$ cat src/rtl/exc_pkg.sv
// Shared definitions for the exception/interrupt sequencer.
//   - CP0 event type codes
//   - sequencer FSM state encoding
//   - Status register bit positions
//   - exc_type(): priority-resolved type code for a detected event
package exc_pkg;

    localparam logic [2:0] T_ERET   = 3'b010;
    localparam logic [2:0] T_SYS    = 3'b100;
    localparam logic [2:0] T_SYS_DS = 3'b101;
    localparam logic [2:0] T_INT    = 3'b110;
    localparam logic [2:0] T_INT_DS = 3'b111;
    localparam logic [2:0] T_RI     = 3'b011;
    localparam logic [2:0] T_RI_DS  = 3'b001;

    typedef enum logic [1:0] {
        IDLE     = 2'd0,
        COMMIT   = 2'd1,
        FLUSH    = 2'd2,
        REDIRECT = 2'd3
    } state_t;

    localparam int unsigned ST_IE    = 0;
    localparam int unsigned ST_EXL   = 1;
    localparam int unsigned ST_IM_LO = 10;
    localparam int unsigned ST_IM_HI = 15;

    // Priority: interrupt > RI > SYSCALL > ERET.
    function automatic logic [2:0] exc_type(input logic take_int, input logic take_ri,
                                            input logic take_sys, input logic in_ds);
        logic [2:0] t;
        if (take_int)      t = in_ds ? T_INT_DS : T_INT;
        else if (take_ri)  t = in_ds ? T_RI_DS  : T_RI;
        else if (take_sys) t = in_ds ? T_SYS_DS : T_SYS;
        else               t = T_ERET;
        return t;
    endfunction

endpackage

$ cat src/rtl/irq_sync.sv
// Two-flop synchroniser for the external interrupt lines.
//   clk, rst : clock, synchronous active-high reset
//   irq_in   : asynchronous level interrupt lines
//   irq_out  : synchronised lines, two cycles behind irq_in
module irq_sync #(
    parameter int unsigned NUM_IRQ = 6
) (
    input  logic               clk,
    input  logic               rst,
    input  logic [NUM_IRQ-1:0] irq_in,
    output logic [NUM_IRQ-1:0] irq_out
);

    logic [NUM_IRQ-1:0] meta_q;
    logic [NUM_IRQ-1:0] sync_q;

    always_ff @(posedge clk) begin
        if (rst) begin
            meta_q <= '0;
            sync_q <= '0;
        end else begin
            meta_q <= irq_in;
            sync_q <= meta_q;
        end
    end

    assign irq_out = sync_q;

endmodule

$ cat src/rtl/exc_ctrl.sv
// Exception/interrupt sequencer between the MEM stage and CP0.
// Detects interrupt/RI/SYSCALL/ERET in IDLE, then runs COMMIT -> FLUSH -> REDIRECT.
//   clk, rst                  : clock, synchronous active-high reset
//   irq_in                    : asynchronous interrupt lines
//   mem_*                     : MEM-stage instruction info and event flags
//   cp0_status/ebase/epc      : current CP0 register values
//   cp0_we/type/excaddr       : exception write to CP0 (strobe valid in COMMIT only)
//   irq_pending               : synchronised interrupt lines for Cause.IP
//   stall, flush              : pipeline control
//   redirect_valid/pc         : one-cycle fetch redirect
module exc_ctrl
    import exc_pkg::*;
#(
    parameter logic [31:0] HANDLER_OFFSET = 32'h0000_0180,
    parameter int unsigned FLUSH_CYCLES   = 2,
    parameter int unsigned NUM_IRQ        = 6
) (
    input  logic               clk,
    input  logic               rst,
    input  logic [NUM_IRQ-1:0] irq_in,
    input  logic               mem_valid,
    input  logic [31:0]        mem_pc,
    input  logic               mem_in_ds,
    input  logic               mem_syscall,
    input  logic               mem_ri,
    input  logic               mem_eret,
    input  logic [31:0]        cp0_status,
    input  logic [31:0]        cp0_ebase,
    input  logic [31:0]        cp0_epc,
    output logic               cp0_we,
    output logic [2:0]         cp0_type,
    output logic [31:0]        cp0_excaddr,
    output logic [NUM_IRQ-1:0] irq_pending,
    output logic               stall,
    output logic               flush,
    output logic               redirect_valid,
    output logic [31:0]        redirect_pc
);

    localparam logic [3:0] FlushInit = 4'(FLUSH_CYCLES - 1);

    state_t      state_q, state_d;
    logic [3:0]  cnt_q, cnt_d;
    logic [2:0]  type_q, type_d;
    logic [31:0] excaddr_q, excaddr_d;
    logic [31:0] target_q, target_d;

    logic take_int, take_ri, take_sys, take_eret, take_any;

    // Only IE, EXL and IM are decoded here.
    logic unused_status;
    assign unused_status = ^cp0_status;

    irq_sync #(
        .NUM_IRQ (NUM_IRQ)
    ) u_irq_sync (
        .clk     (clk),
        .rst     (rst),
        .irq_in  (irq_in),
        .irq_out (irq_pending)
    );

    assign take_int  = mem_valid & cp0_status[ST_IE] & ~cp0_status[ST_EXL] &
                       (|(irq_pending & cp0_status[ST_IM_LO +: NUM_IRQ]));
    assign take_ri   = mem_valid & mem_ri;
    assign take_sys  = mem_valid & mem_syscall;
    assign take_eret = mem_valid & mem_eret;
    assign take_any  = take_int | take_ri | take_sys | take_eret;

    always_ff @(posedge clk) begin
        if (rst) begin
            state_q   <= IDLE;
            cnt_q     <= '0;
            type_q    <= '0;
            excaddr_q <= '0;
            target_q  <= '0;
        end else begin
            state_q   <= state_d;
            cnt_q     <= cnt_d;
            type_q    <= type_d;
            excaddr_q <= excaddr_d;
            target_q  <= target_d;
        end
    end

    always_comb begin
        state_d   = state_q;
        cnt_d     = cnt_q;
        type_d    = type_q;
        excaddr_d = excaddr_q;
        target_d  = target_q;
        unique case (state_q)
            IDLE: begin
                if (take_any) begin
                    type_d    = exc_type(take_int, take_ri, take_sys, mem_in_ds);
                    excaddr_d = mem_in_ds ? (mem_pc - 32'd4) : mem_pc;
                    // ERET only wins when no exception is present.
                    target_d  = (take_int | take_ri | take_sys) ?
                                (cp0_ebase + HANDLER_OFFSET) : cp0_epc;
                    state_d   = COMMIT;
                end
            end
            COMMIT: begin
                cnt_d   = FlushInit;
                // COMMIT already counts as the first flush cycle.
                state_d = (FlushInit == 4'd0) ? REDIRECT : FLUSH;
            end
            FLUSH: begin
                if (cnt_q <= 4'd1) begin
                    cnt_d   = '0;
                    state_d = REDIRECT;
                end else begin
                    cnt_d = cnt_q - 4'd1;
                end
            end
            REDIRECT: begin
                state_d = IDLE;
            end
            default: state_d = IDLE;
        endcase
    end

    always_comb begin
        cp0_we         = (state_q == COMMIT);
        stall          = (state_q != IDLE);
        flush          = (state_q == COMMIT) || (state_q == FLUSH);
        redirect_valid = (state_q == REDIRECT);
        redirect_pc    = (state_q == REDIRECT) ? target_q : 32'd0;
        cp0_type       = type_q;
        cp0_excaddr    = excaddr_q;
    end

endmodule

$ cat config.mk
export PLATFORM = sky130hd
export DESIGN_NAME = exc_ctrl
export DESIGN_NICKNAME = d
export VERILOG_FILES = /design/src/rtl/exc_pkg.sv /design/src/rtl/irq_sync.sv /design/src/rtl/exc_ctrl.sv
export SDC_FILE = /design/constraint.sdc
export NUM_CORES = 1
export LEC_CHECK = 0
export BUFFER_PORTS_ARGS = -buffer_cell sky130_fd_sc_hd__clkbuf_2
export CORE_MARGIN = 2
export CORE_UTILIZATION = 51
export CTS_CLUSTER_SIZE = 24
export DETAILED_ROUTE_END_ITERATION = 7
export GPL_ROUTABILITY_DRIVEN = 0
export PLACE_DENSITY_LB_ADDON = 0.3
export SYNTH_ARGS = -nofsm -noshare
export SYNTH_HDL_FRONTEND = slang
export SYNTH_SLANG_ARGS = --single-unit
$ cat constraint.sdc
create_clock -name clk -period 6.1 [get_ports clk]
set_clock_uncertainty 0.05 [all_clocks]
set_input_delay 0.915 -clock clk [delete_from_list [all_inputs] [get_ports clk]]
set_output_delay 0.915 -clock clk [all_outputs]
set_load 0.01 [all_outputs]
Word-level counts from Yosys, hierarchy flattened
Index checks and enable logic that the tools add are counted.
{"block": "totals", "register_bits": 85, "input_bits": 141, "out_inout_bits": 77, "elab_cells": 48}
{"block": "classes", "n_addsub": 3, "n_lt_le_gt_ge": 1, "eq_ne": 5, "n_mux": 14, "bitwise_logic": 11, "n_reduce_logical": 7}
{"operator": "$mux W32", "n": 3}
{"operator": "$add A32 B9 Y32 const B", "n": 1}
{"operator": "$sub A32 B3 Y32 const B", "n": 1}
{"operator": "$mux W3", "n": 3}
{"operator": "$pmux W2 S4", "n": 1}
{"operator": "$pmux W4 S2", "n": 1}
{"operator": "$and A1 B1 Y1", "n": 6}
{"operator": "$and A6 B6 Y6", "n": 1}
{"operator": "$mux W2", "n": 3}
{"operator": "$reduce_or A6 Y1", "n": 1}
{"operator": "$eq A2 B2 Y1 const B", "n": 2}
{"operator": "$le A4 B1 Y1 const B", "n": 1}
{"operator": "$mux W4", "n": 1}
{"operator": "$ne A2 B2 Y1 const B", "n": 2}
{"operator": "$reduce_and A2 Y1", "n": 2}
{"operator": "$reduce_bool A2 Y1", "n": 2}
{"operator": "$sub A4 B1 Y4 const B", "n": 1}
{"operator": "$or A1 B1 Y1", "n": 3}
{"operator": "$eq A2 B1 Y1 const B", "n": 1}
{"operator": "$logic_not A2 Y1", "n": 1}
{"operator": "$mux W1", "n": 2}
{"operator": "$logic_or A1 B1 Y1", "n": 1}
{"operator": "$not A1 Y1", "n": 1}

Depth between registers and ports, before layout
{"block": "logic_depth", "ltp_word": 8, "ltp_mapped": 8, "ltp_nobuf": 7}

Cells and area by module
A second synthesis with hierarchy kept.
{"block": "hier_totals", "cells_unflattened": 574, "area_unflattened_um2": 4793.3}
{"mod": "exc_ctrl", "n_inst": 1, "cells_per_inst": 549, "area_each_um2": 4426.7, "seq_area_each_um2": 1461.4}
{"mod": "irq_sync", "n_inst": 1, "cells_per_inst": 25, "area_each_um2": 366.6, "seq_area_each_um2": 240.2}

Worst setup path after synthesis
Ideal clock, no wire load.
{"block": "synth_path", "path_type": "input-to-reg", "startpoint": "input port cp0_status[10]", "endpoint": "register target_q[30]", "setup_time_ns": 0.122, "t_arrival_ns": 2.372, "required_time_ns": 5.928, "path_slack_ns": 3.557, "stages": 6, "n_path_buf": 1, "cell_sequence": "a22oi_1 a311oi_1 o21ai_0 buf_2 and4_1 a221o_1"}
{"block": "synth_between", "elab_chain_cells": 7, "elab_cells_between_ends": 8, "classes_between": "mux (1); bitwise (5); reduce/logical (2)"}
{"element": "start, declared", "line_no": "exc_ctrl.sv:27", "text": "input logic [31:0] cp0_status,"}
{"element": "$and A6 B6 Y6 *", "line_no": "exc_ctrl.sv:64", "text": "(|(irq_pending & cp0_status[ST_IM_LO +: NUM_IRQ]));"}
{"element": "$reduce_or A6 Y1 *", "line_no": "exc_ctrl.sv:64"}
{"element": "$and A1 B1 Y1 *", "line_no": "exc_ctrl.sv:63", "text": "assign take_int = mem_valid & cp0_status[ST_IE] & ~cp0_status[ST_EXL] &"}
{"element": "$or A1 B1 Y1 * (2 in series)", "line_no": "exc_ctrl.sv:68, exc_ctrl.sv:98"}
{"element": "$or A1 B1 Y1", "line_no": "exc_ctrl.sv:68", "text": "assign take_any = take_int | take_ri | take_sys | take_eret;"}
{"element": "$reduce_and A2 Y1 (no line)"}
{"element": "end signal, assigned", "line_no": "exc_ctrl.sv:82", "text": "target_q <= target_d;"}
{"element": "end, declared", "line_no": "exc_ctrl.sv:46", "text": "logic [31:0] target_q, target_d;"}
Every way passes the cells marked *; elsewhere a longest branch is shown, timed or not.
A chain may end at the register's enable or synchronous reset.

Worst setup path in the final report
{"block": "layout_path", "startpoint": "register state_q[1]", "endpoint": "output port redirect_pc[2]"}
{"block": "layout_between", "elab_chain_cells": 2}
{"element": "start, declared", "line_no": "exc_ctrl.sv:42", "text": "state_t state_q, state_d;"}
{"element": "start signal, assigned", "line_no": "exc_ctrl.sv:78", "text": "state_q <= state_d;"}
{"element": "$eq A2 B2 Y1", "line_no": "exc_ctrl.sv:128", "text": "redirect_pc = (state_q == REDIRECT) ? target_q : 32'd0;"}
{"element": "$mux W32", "line_no": "exc_ctrl.sv:128"}
{"element": "end, declared", "line_no": "exc_ctrl.sv:37", "text": "output logic [31:0] redirect_pc"}
Every way passes these cells.

==> metrics <==
worst-path cell chain=ha_1 > and2_1 > clkbuf_2; crit start category=flop; H-tree depth=3; # diodes=0; crit path time final=3.03 ns; GRT Overall Usage=25.1%; Finished Cell Area=5900 sq um; Pleak=2.61 nW; Avg Inst Size Synth=8.51 sq um; Slew Viols, Final=0; final setup fails=0; area of placed instances=5700 sq um; drt total wl=12600 um; DIE WIDTH=100 um; worst path bufs/invs=1; Max VDD drop=125 uV; CP endpoint kind=primary output; cells after synthesis=557; Starting Density=52.0%; Avg WL per Cell=14.9 um; Mapped Area=4740 sq um; worst-path fanout max=33; Die Y=100 um; Core ar.=9110 sq um; largest net degree at the start of global routing=76; Port Buf Inserts=193; cell taking the most area after synthesis=dfxtp_1; final hold vios=0; share of cells above drive strength 1=30.6%; share of the synthesized area in the top cell type=35.9%; worst-skew pair later-pin latency=0.35 ns; Hold Path Class=flop to flop; CTS Buf Count=9; final setup TNS=0 ns; total gr overflow=0; CTS clock-pin slew for the worst setup and hold paths=0.09 ns; dpl hpwl=9370 um; status=complete, no violations; most frequent cells in the layout=clkbuf_2, dfxtp_1, nor2_1; slowest CP cell=ha_1; R2R setup slack=3.46 ns; DR vias=4653; fmax=330 MHz; CTS Hold Bufs=0; pwr dens=287 nW/um^2; number of global-route vias before repair=4487; TritonCTS sink count=85; synth warn=0; nets=880; Final Cycle Share=49.6%; synth top area cells=dfxtp_1, nor2_1, xor2_1; CP top delay family=adder cells; Fill cells=807; CTS tree=built; ANT nets after route=0; most common cell after layout, fill and taps aside=clkbuf_2; first-pass iteration count of the detailed router=7; sequential area share after synthesis=35.9%; WS Path Type=flop to primary output; Iteration-0 DRC Markers=191; CTS max path bufs=2; peak per-stage delay on the critical path=0.88 ns; die area=10100 sq um; RSZ-0062 raised after global routing=false; Worst EP arrival=2.06 ns; count of different cell masters after synthesis=56; # IOs=218; post-CTS sizing=0; Synth Register Bits=85; share of flip-flops with an asynchronous set or reset=0%; Clock Tree Root=clkbuf_8; std cell rows=35; Area Overhead vs Synth=24.6%; setup bufs post-CTS=0; DRC viols=0; Max-Cap Viols=0; first-pass GRT wire length=20500 um; Critical Path RT=5.13 ns; initial antenna violation count=0; Post-synth EDFFs=0; vias per inst=5.49; worst slew pin tran=1.06 ns; syn_nets=706; Slew HR=29.5%; Synth Flop Type=dfxtp_1
[cell usage after synthesis (13+ instances only)]
master / number
a211oi_1: 27
and2_1: 33
clkbuf_1: 23
dfxtp_1: 85
nand2_1: 36
nand3b_1: 20
nor2_1: 77
nor2b_1: 13
nor3_1: 13
o21ai_0: 13
xnor2_1: 24
xor2_1: 26
[report_power, final]
part	internal [mW]	switching [mW]	total (mW)
sequential	0.665	0.0570	0.722
combinational	0.224	0.343	0.567
clock	0.201	0.205	0.406
total	1.09	0.604	1.69
[kinds of logic (layout without fill, tap and decap cells)]
family	Yosys count	in the layout	share of synthesized area, %
simple gates	268	268	32.1
fa+ha+maj	8	8	2.11
flops	85	85	35.9
compound gates	91	91	14.0
mux	9	9	1.90
xor+xnor	50	50	9.24
buf+inv	46	225	4.78
[stage by stage]
stage	worst slack, ns	total power [mW]	utilization [%]	hold slack (ns)	cells
detailed placement	2.77	1.30	62.6	0.374	831
global route	2.88	1.81	64.8	0.415	847
finish	3.07	1.69	64.8	0.390	847
floorplan	3.56	1.11	-	0.364	557
CTS	3.04	1.71	64.8	0.394	847
global placement	2.84	1.28	62.6	0.366	831
[per-layer routing]
metal | up-vias | GRT usage [%] | share of wire, %
met5 | - | 0 | 0
met4 | 0 | 9.17 | 1.9
met3 | 21 | 6.34 | 6.8
met2 | 159 | 42.8 | 50
met1 | 2148 | 30.5 | 42
li1 | 2325 | - | -
[sequential cells by signal (all words and copies together) (netlist names)]
name	cells
cnt_q	4
cp0_excaddr	32
cp0_type	3
state_q	2
target_q	32
u_irq_sync.irq_out	6
u_irq_sync.meta_q	6
[final cells by class]
cell class	instances	area (sq um)	area share [%]
Timing Repair Buffer	197	996	16.9
Inverter	12	45.0	0.763
Clock inverter	5	58.8	0.996
Clock buffer	11	141	2.39
Sequential cell	85	1700	28.8
Multi-Input combinational cell	426	2820	47.8
Tap cell	111	139	2.35
[final timing paths]
path                              start               endpoint  depth (start not counted)
setup reg to reg  u_irq_sync.irq_out[2]           target_q[31]                          6
hold / removal     u_irq_sync.meta_q[2]  u_irq_sync.irq_out[2]                          1
hold reg to reg    u_irq_sync.meta_q[2]  u_irq_sync.irq_out[2]                          1
setup / recovery             state_q[1]         redirect_pc[2]                          3
(Power assumes the default switching activity.)
